===== src/rtl/ir_nec_receiver.sv =====
// ir_nec_receiver: NEC infrared protocol decoder.
//   Measures mark/space durations on the synchronized IR input. It then
//   decodes the leader, 32 data bits and the stop mark, or a repeat frame.
// Ports:
//   clk           - sole clock, rising edge
//   reset         - asynchronous, active-high
//   ir_in         - raw demodulated IR pin (active-low mark, idle high, async)
//   ir_command    - last accepted 32-bit frame, first received bit in bit 0
//   ir_data_ready - 1-cycle pulse when ir_command updates
//   ir_repeat     - 1-cycle pulse on a valid repeat frame
//   ir_error      - 1-cycle pulse when a frame aborts after its leader mark
//   busy          - high whenever the decoder is not idle
// Optional feature: define IR_CMD_CHECK_EN to accept a frame only when
//   bits[31:24] == ~bits[23:16]. A failed check pulses ir_error instead.
module ir_nec_receiver #(
  parameter int CLK_FREQ   = 50_000_000,
  parameter int TIMEOUT_US = 11000
) (
  input  logic        clk,
  input  logic        reset,
  input  logic        ir_in,
  output logic [31:0] ir_command,
  output logic        ir_data_ready,
  output logic        ir_repeat,
  output logic        ir_error,
  output logic        busy
);
  localparam int CYC_US  = CLK_FREQ / 1_000_000;
  localparam int CNT_MAX = TIMEOUT_US * CYC_US;
  localparam int CW      = $clog2(CNT_MAX + 1);
  localparam logic [CW-1:0] CNT_SAT = CW'(CNT_MAX);

  typedef enum logic [2:0] {
    S_IDLE, S_LEAD_MARK, S_LEAD_SPACE, S_DATA_MARK, S_DATA_SPACE, S_REPEAT_MARK
  } state_t;

  state_t        r_state, w_next;
  logic [1:0]    r_sync;
  logic          r_prev;
  logic [CW-1:0] r_cnt;
  logic [5:0]    r_bits;
  logic [31:0]   r_shift;

  logic          w_fall, w_rise, w_edge, w_sat;
  logic [CW:0]   w_dur;
  logic          w_dr, w_rep, w_err, w_shift, w_bit, w_clr_bits;

  // The counter is cleared in the cycle after an edge is seen. The level
  // length is therefore the count plus the edge cycle itself.
  function automatic logic in_win(input logic [CW:0] dur, input int lo_us, input int hi_us);
    return (int'(dur) >= lo_us * CYC_US) && (int'(dur) <= hi_us * CYC_US);
  endfunction

  assign w_fall = r_prev & ~r_sync[1];
  assign w_rise = ~r_prev & r_sync[1];
  assign w_edge = w_fall | w_rise;
  assign w_sat  = (r_cnt == CNT_SAT);
  assign w_dur  = {1'b0, r_cnt} + 1'b1;
  assign busy   = (r_state != S_IDLE);

  always_ff @(posedge clk or posedge reset) begin
    if (reset) begin
      r_sync <= 2'b11;
      r_prev <= 1'b1;
      r_cnt  <= '0;
    end else begin
      r_sync <= {r_sync[0], ir_in};
      r_prev <= r_sync[1];
      if (w_edge)      r_cnt <= '0;
      else if (!w_sat) r_cnt <= r_cnt + 1'b1;
    end
  end

  always_ff @(posedge clk or posedge reset) begin
    if (reset) begin
      r_state       <= S_IDLE;
      r_bits        <= '0;
      r_shift       <= '0;
      ir_command    <= '0;
      ir_data_ready <= 1'b0;
      ir_repeat     <= 1'b0;
      ir_error      <= 1'b0;
    end else begin
      r_state       <= w_next;
      ir_data_ready <= w_dr;
      ir_repeat     <= w_rep;
      ir_error      <= w_err;
      if (w_clr_bits)   r_bits <= '0;
      else if (w_shift) r_bits <= r_bits + 1'b1;
      if (w_shift) r_shift <= {w_bit, r_shift[31:1]};
      if (w_dr)    ir_command <= r_shift;
    end
  end

  always_comb begin
    w_next     = r_state;
    w_dr       = 1'b0;
    w_rep      = 1'b0;
    w_err      = 1'b0;
    w_shift    = 1'b0;
    w_bit      = 1'b0;
    w_clr_bits = 1'b0;
    case (r_state)
      S_IDLE: if (w_fall) w_next = S_LEAD_MARK;
      S_LEAD_MARK: begin
        // A bad or over-long leader mark is treated as noise, so no error.
        if (w_rise) w_next = in_win(w_dur, 8000, 10000) ? S_LEAD_SPACE : S_IDLE;
        else if (w_sat) w_next = S_IDLE;
      end
      S_LEAD_SPACE: begin
        if (w_fall) begin
          if (in_win(w_dur, 4000, 5000)) begin
            w_next     = S_DATA_MARK;
            w_clr_bits = 1'b1;
          end else if (in_win(w_dur, 2000, 2500)) begin
            w_next = S_REPEAT_MARK;
          end else begin
            w_next = S_IDLE;
            w_err  = 1'b1;
          end
        end else if (w_sat) begin
          w_next = S_IDLE;
          w_err  = 1'b1;
        end
      end
      S_DATA_MARK: begin
        if (w_rise) begin
          w_next = S_IDLE;
          if (!in_win(w_dur, 400, 700)) w_err = 1'b1;
          else if (r_bits < 6'd32)      w_next = S_DATA_SPACE;
          else begin
            // The 32nd bit is already shifted in, so this mark is the stop mark.
`ifdef IR_CMD_CHECK_EN
            if (r_shift[31:24] == ~r_shift[23:16]) w_dr = 1'b1;
            else                                   w_err = 1'b1;
`else
            w_dr = 1'b1;
`endif
          end
        end else if (w_sat) begin
          w_next = S_IDLE;
          w_err  = 1'b1;
        end
      end
      S_DATA_SPACE: begin
        if (w_fall) begin
          w_next = S_DATA_MARK;
          if (in_win(w_dur, 400, 700)) begin
            w_shift = 1'b1;
          end else if (in_win(w_dur, 1400, 1900)) begin
            w_shift = 1'b1;
            w_bit   = 1'b1;
          end else begin
            w_next = S_IDLE;
            w_err  = 1'b1;
          end
        end else if (w_sat) begin
          w_next = S_IDLE;
          w_err  = 1'b1;
        end
      end
      S_REPEAT_MARK: begin
        if (w_rise) begin
          w_next = S_IDLE;
          if (in_win(w_dur, 400, 700)) w_rep = 1'b1;
          else                         w_err = 1'b1;
        end else if (w_sat) begin
          w_next = S_IDLE;
          w_err  = 1'b1;
        end
      end
      default: w_next = S_IDLE;
    endcase
  end
endmodule


===== config.mk =====
export PLATFORM = sky130hd
export DESIGN_NAME = ir_nec_receiver
export DESIGN_NICKNAME = d
export VERILOG_FILES = /design/src/rtl/ir_nec_receiver.sv
export SDC_FILE = /design/constraint.sdc
export NUM_CORES = 1
export LEC_CHECK = 0
export CORE_MARGIN = 2
export CORE_UTILIZATION = 45
export CTS_CLUSTER_DIAMETER = 120
export CTS_CLUSTER_SIZE = 12
export DETAILED_ROUTE_END_ITERATION = 8
export DONT_BUFFER_PORTS = 1
export PLACE_DENSITY = 0.6
export SLEW_MARGIN = 20
export SYNTH_ARGS = -nofsm -noshare
export SYNTH_HDL_FRONTEND = slang
export SYNTH_SLANG_ARGS = --single-unit

===== constraint.sdc =====
create_clock -name clk -period 4.34 [get_ports clk]
set_clock_uncertainty 0.05 [all_clocks]
set_input_delay 0.434 -clock clk [delete_from_list [all_inputs] [get_ports clk]]
set_output_delay 0.434 -clock clk [all_outputs]
set_load 0.02 [all_outputs]

After elaboration in Yosys (flattened, before gate mapping) --
Index checks and enable logic that the tools add are counted.
Word-level totals: bits in registers 99
Operators by class: $add $sub $neg 3, order comparisons 11, eq/ne operators 8, multiplexer cells 46, bitwise logic cells 5, reductions and logical operators 9
Operators by type and width (number):
- >= comparator 21 x 17 -> 1 bit (second input constant) | 2
- less-or-equal comparator 21 x 17 -> 1 bit (second input constant) | 2
- two-way mux 20 bit | 2
- two-way mux 3 bit | 11
- two-way mux 1 bit | 26
- adder 20 x 1 -> 21 bit (second input constant) | 1
- >= comparator 21 x 15 -> 1 bit (second input constant) | 1
- >= comparator 21 x 18 -> 1 bit (second input constant) | 1
- >= comparator 21 x 19 -> 1 bit (second input constant) | 1
- less-or-equal comparator 21 x 16 -> 1 bit (second input constant) | 1
- less-or-equal comparator 21 x 18 -> 1 bit (second input constant) | 1
- less-or-equal comparator 21 x 19 -> 1 bit (second input constant) | 1
- adder 20 x 1 -> 20 bit (second input constant) | 1
- == test 20 bit (second input constant) | 1
- one-hot mux 3 bit (6 select lines) | 1
- two-way mux 6 bit | 2
- adder 6 x 1 -> 6 bit (second input constant) | 1
- == test 3 x 2 -> 1 bit (second input constant) | 2
- == test 3 bit (second input constant) | 2
- < comparator 6 bit (second input constant) | 1
- two-way mux 2 bit | 3
- logical AND 1 bit | 5
- inequality test 2 bit (second input constant) | 2
- == test 3 x 1 -> 1 bit (second input constant) | 1
- other kinds (8) | 10

Depth between registers and ports, before layout --
depth after elaboration 9, depth in mapped cells 13, depth with buffers taken out 10

Least setup slack after synthesis --
OpenSTA, ideal clock, no wires.
path type reg2reg, start point reg r_cnt[0], end point reg r_shift[0], data arrival time 2903 ps, slack 1263 ps, stages on the path, launching flop included 13, period minus slack after synthesis 3077 ps, cell sequence dfrtp_1 > ha_1 > buf_2 > and3_1 > buf_2 > nor3_1 > a211oi_1 > or3_1 > a31o_2 > a21oi_1 > a32o_1 > buf_2 > mux2_2
Between the ends: word-level cells in the longest chain between the ends 7, elaborated cells between the ends (all ways) 11, those cells by class add/sub (1); order compare (4); mux (4); reduce/logical (2)
Ends and longest elaborated chain:
- start, declared | line 40 | logic [CW-1:0] r_cnt;
- start signal, assigned | line 70 | else if (!w_sat) r_cnt <= r_cnt + 1'b1;
- adder 20 x 1 -> 21 bit * | line 58 | assign w_dur = {1'b0, r_cnt} + 1'b1;
- >= comparator 21 x 17 -> 1 bit or less-or-equal comparator 21 x 17 -> 1 bit (tied branches) | line 51 | return (int'(dur) >= lo_us * CYC_US) && (int'(dur) <= hi_us * CYC_US);
- logical AND 1 bit | line 51
- two-way mux 1 bit | line 150 | end else if (in_win(w_dur, 1400, 1900)) begin
- two-way mux 1 bit * | line 148 | if (in_win(w_dur, 400, 700)) begin
- two-way mux 1 bit * | line 146 | if (w_fall) begin
- two-way mux 1 bit * | line 103 | case (r_state)
- end signal, assigned | line 90 | if (w_shift) r_shift <= {w_bit, r_shift[31:1]};
- end, declared | line 42 | logic [31:0] r_shift;
Mark *: on every way between the ends. The rest lies on a longest branch, timed or not. A chain may end at the register's enable or synchronous reset.

Worst setup path in the final report --
start point reg r_cnt[0], end point reg ir_command[24]
Between the ends: word-level cells in the longest chain between the ends 6, elaborated cells between the ends (all ways) 7, those cells by class add/sub (1); order compare (2); mux (3); reduce/logical (1)
Ends and longest elaborated chain:
- adder 20 x 1 -> 21 bit * | line 58
- >= comparator 21 x 15 -> 1 bit or less-or-equal comparator 21 x 16 -> 1 bit (tied branches) | line 51
- logical AND 1 bit * | line 51
- two-way mux 1 bit * | line 129 | if (!in_win(w_dur, 400, 700)) w_err = 1'b1;
- two-way mux 1 bit * | line 127 | if (w_rise) begin
- two-way mux 1 bit * | line 103
- end signal, assigned | line 91 | if (w_dr) ir_command <= r_shift;
- end, declared | line 22 | output logic [31:0] ir_command,
Marks and branches as above.

==> out/metrics.cfg <==
[run_status]
status=finished, final reports clean

[critical_path]
regToRegSetupSlack_ps=500
endpoint=ir_command[24]
crit_path_cell_trace=ha_1, nand3_2, nor4_2, xor2_1, nor4_1, o211ai_1, a21oi_2, and2_2, nand4_4, mux2_1
worstSetupStartpointType=flip-flop
critPathMaxStageDelay_ps=530
ff2ff_path_depth=10
crit_path_end_kind=flip-flop
critical_path_class=reg -> reg
crit_cells=10
reg2reg_from=r_cnt[0]
worstPathRequired_ps=4520
cp_max_fo=32
worstReg2RegEnd=ir_command[24]
crit_slowest_cell=dfrtp_1
cp_top_family=simple AND/OR/NAND/NOR gates
arrival_ps=4010
startpoint=r_cnt[0]
cp_num_buf_inv=0

[logic_synthesis]
synth_nets=524
ys_async_sr_fraction_pct=100
synth_area_um2=5440
syn_area_per_cell_um2=10.6
yosysSeqAreaShare_pct=45.6
ys_types=70
netlist_instances=514
synth-edff-count=0
ys.flop_type=dfrtp_1
yosys_register_bits=99
yosysWarnings=0

[global_route]
overflow=0
antenna_found_initial=0
grt_pass1_vias=3893
grt_max_degree=72
grt.total_usage_pct=20.3
grt_pass1_wl_mm=20.4

[clock_tree]
cts_setup_buffers=0
clk_pin_slew_ps=60
cts.root.buffer_cell=clkbuf_16
cts_buffers=9
clock_path_buffers=2
cts.sinks=99
htreeDepth=3
cts_resized=0
clock_latency_ps=350
cts_hold_buf=0
cts_tree=done

[hold_path]
hp-class=in -> reg

[cells_and_area]
fin_cells=651
drive_above_1_share_pct=20.6
fin_nets=509
diodes=0
syn2layout_area_growth_pct=6.55
final_core_utilization_pct=48.7
fillerInstances=1106

[die]
die_y_um=114
rows=40
pin_count=39
core-area_um2=11900
initial_utilization_pct=45.7
die_x_um=114
fp.dieArea_um2=13000

[drt]
first_pass_iters=5
antenna_left=0
via_count=3956
drt-total-wl_mm=12.3
wire_per_inst_um=18.9
drc=0
first_iter_violations=355
viasPerCell=6.08

[sta]
finalCriticalPeriod_ps=3840
hold_ws_ps=26.4
finalCritPeriodShare_pct=88.4
fin_tns_setup_ps=0
max_slew_margin_pct=41.8
tightest_slew_ps=873
setup_violations=0
grt_setup_unrepaired=no
slew_viol_final=0
finalHoldViolCount=0
max_freq_ghz=0.261

[placement]
dpl.hpwl_mm=8.68
placedCellCount=635
gp_congestion=0.937
io_buffers=0

[power]
p_total_w=0.00180
power.leakage_nw=2.55
ir_drop_v=0.000271
pwr_density_cell_nw_per_um2=311

[job]
timing.max_cap.violations=0

-- area by class of cell --
class | count | area, um^2 | area share (%)
Timing Repair Buffer | 10 | 87.6 | 1.51
Multi-Input combinational cell | 366 | 2720 | 47.0
Clock buffer | 11 | 233 | 4.01
Sequential cell | 99 | 2480 | 42.8
Tap cell | 147 | 184 | 3.17
Clock inverter | 5 | 37.5 | 0.647
Inverter | 13 | 51.3 | 0.885
-- power breakdown --
part | switching (W) | internal (W)
Clock | 0.000346 | 0.000391
Combinational | 0.0000696 | 0.0000331
Sequential | 0.0000306 | 0.000934
-- worst min path at each step --
stage                         start         to  slack [ps]  cells past startpoint
after floorplan           r_sync[0]  r_sync[1]         300                      0
after global placement    r_sync[0]  r_sync[1]         310                      0
after detailed placement  r_sync[0]  r_sync[1]         310                      0
after CTS                     ir_in  r_sync[0]          10                      0
after global routing          ir_in  r_sync[0]          10                      0
final                         ir_in  r_sync[0]          30                      0
-- logic make-up (layout without fill, tap and decap cells) --
| logic type | after synthesis | in the layout | share of synthesized area (%) |
|---|---|---|---|
| simple gates | 179 | 179 | 19.0 |
| compound gates | 88 | 88 | 11.6 |
| fa+ha+maj | 7 | 7 | 1.61 |
| buf+inv | 49 | 39 | 4.35 |
| flops | 99 | 99 | 45.6 |
| xor+xnor | 26 | 26 | 4.18 |
| mux | 66 | 66 | 13.6 |
-- placed cells by master, fill, tap and decap left out, types with 5 or more instances in the layout --
cell	n
dfrtp_1	96
mux2_2	58
nor2_1	40
nand2_1	28
nand3_1	19
xnor2_1	19
nor3_1	14
o21ai_0	14
inv_1	12
a21oi_1	11
and2_1	9
clkbuf_16	9
buf_4	9
nand2b_1	8
nor4_1	8
a31oi_1	8
xor2_1	7
nor2b_1	7
ha_1	7
o31ai_1	6
a211oi_1	6
mux2_1	6
and4_1	5
o211ai_1	5
-- flip-flops by register name, indices dropped and copies added, names as in the netlist --
register / flops
r_shift: 32
r_sync: 2
r_cnt: 20
r_prev: 1
ir_data_ready: 1
ir_command: 32
r_bits: 6
ir_error: 1
ir_repeat: 1
r_state: 3
-- cell usage after synthesis, types with 5 or more instances --
library cell | count | area (um^2)
dfrtp_1 | 96 | 2400
nand2_1 | 28 | 105
a21oi_1 | 11 | 55.1
nor2_1 | 40 | 150
nand2b_1 | 8 | 50.1
xnor2_1 | 19 | 166
clkbuf_1 | 16 | 60.1
a211oi_1 | 6 | 45.0
nor3_1 | 14 | 70.1
o31ai_1 | 6 | 45.0
inv_1 | 13 | 48.8
nor2b_1 | 7 | 43.8
buf_2 | 14 | 70.1
and4_1 | 5 | 43.8
o21ai_0 | 14 | 70.1
a31oi_1 | 8 | 50.1
nand3_1 | 19 | 95.1
xor2_1 | 7 | 61.3
ha_1 | 7 | 87.6
mux2_1 | 6 | 67.6
o211ai_1 | 5 | 37.5
mux2_2 | 58 | 653
nor4_1 | 8 | 50.1
and2_1 | 9 | 56.3
-- through the flow --
stage               setup slack (ps)  cell area (um^2)
finish                           505              5800
global route                     165              5800
detailed placement               462              5530
floorplan                       1260              5440
CTS                              457              5800
global placement                 591              5530
-- metal layers --
metal | vias up | routed length (um) | share of wire (%) | GRT usage [%]
li1 | 1856 | - | - | -
met1 | 1973 | 5760 | 47 | 27.5
met2 | 108 | 5610 | 45 | 30.4
met3 | 19 | 670 | 5.4 | 5.53
met4 | 0 | 287 | 2.3 | 9.11
met5 | - | 0 | 0 | 0
Power figures use the tool's default switching activity.
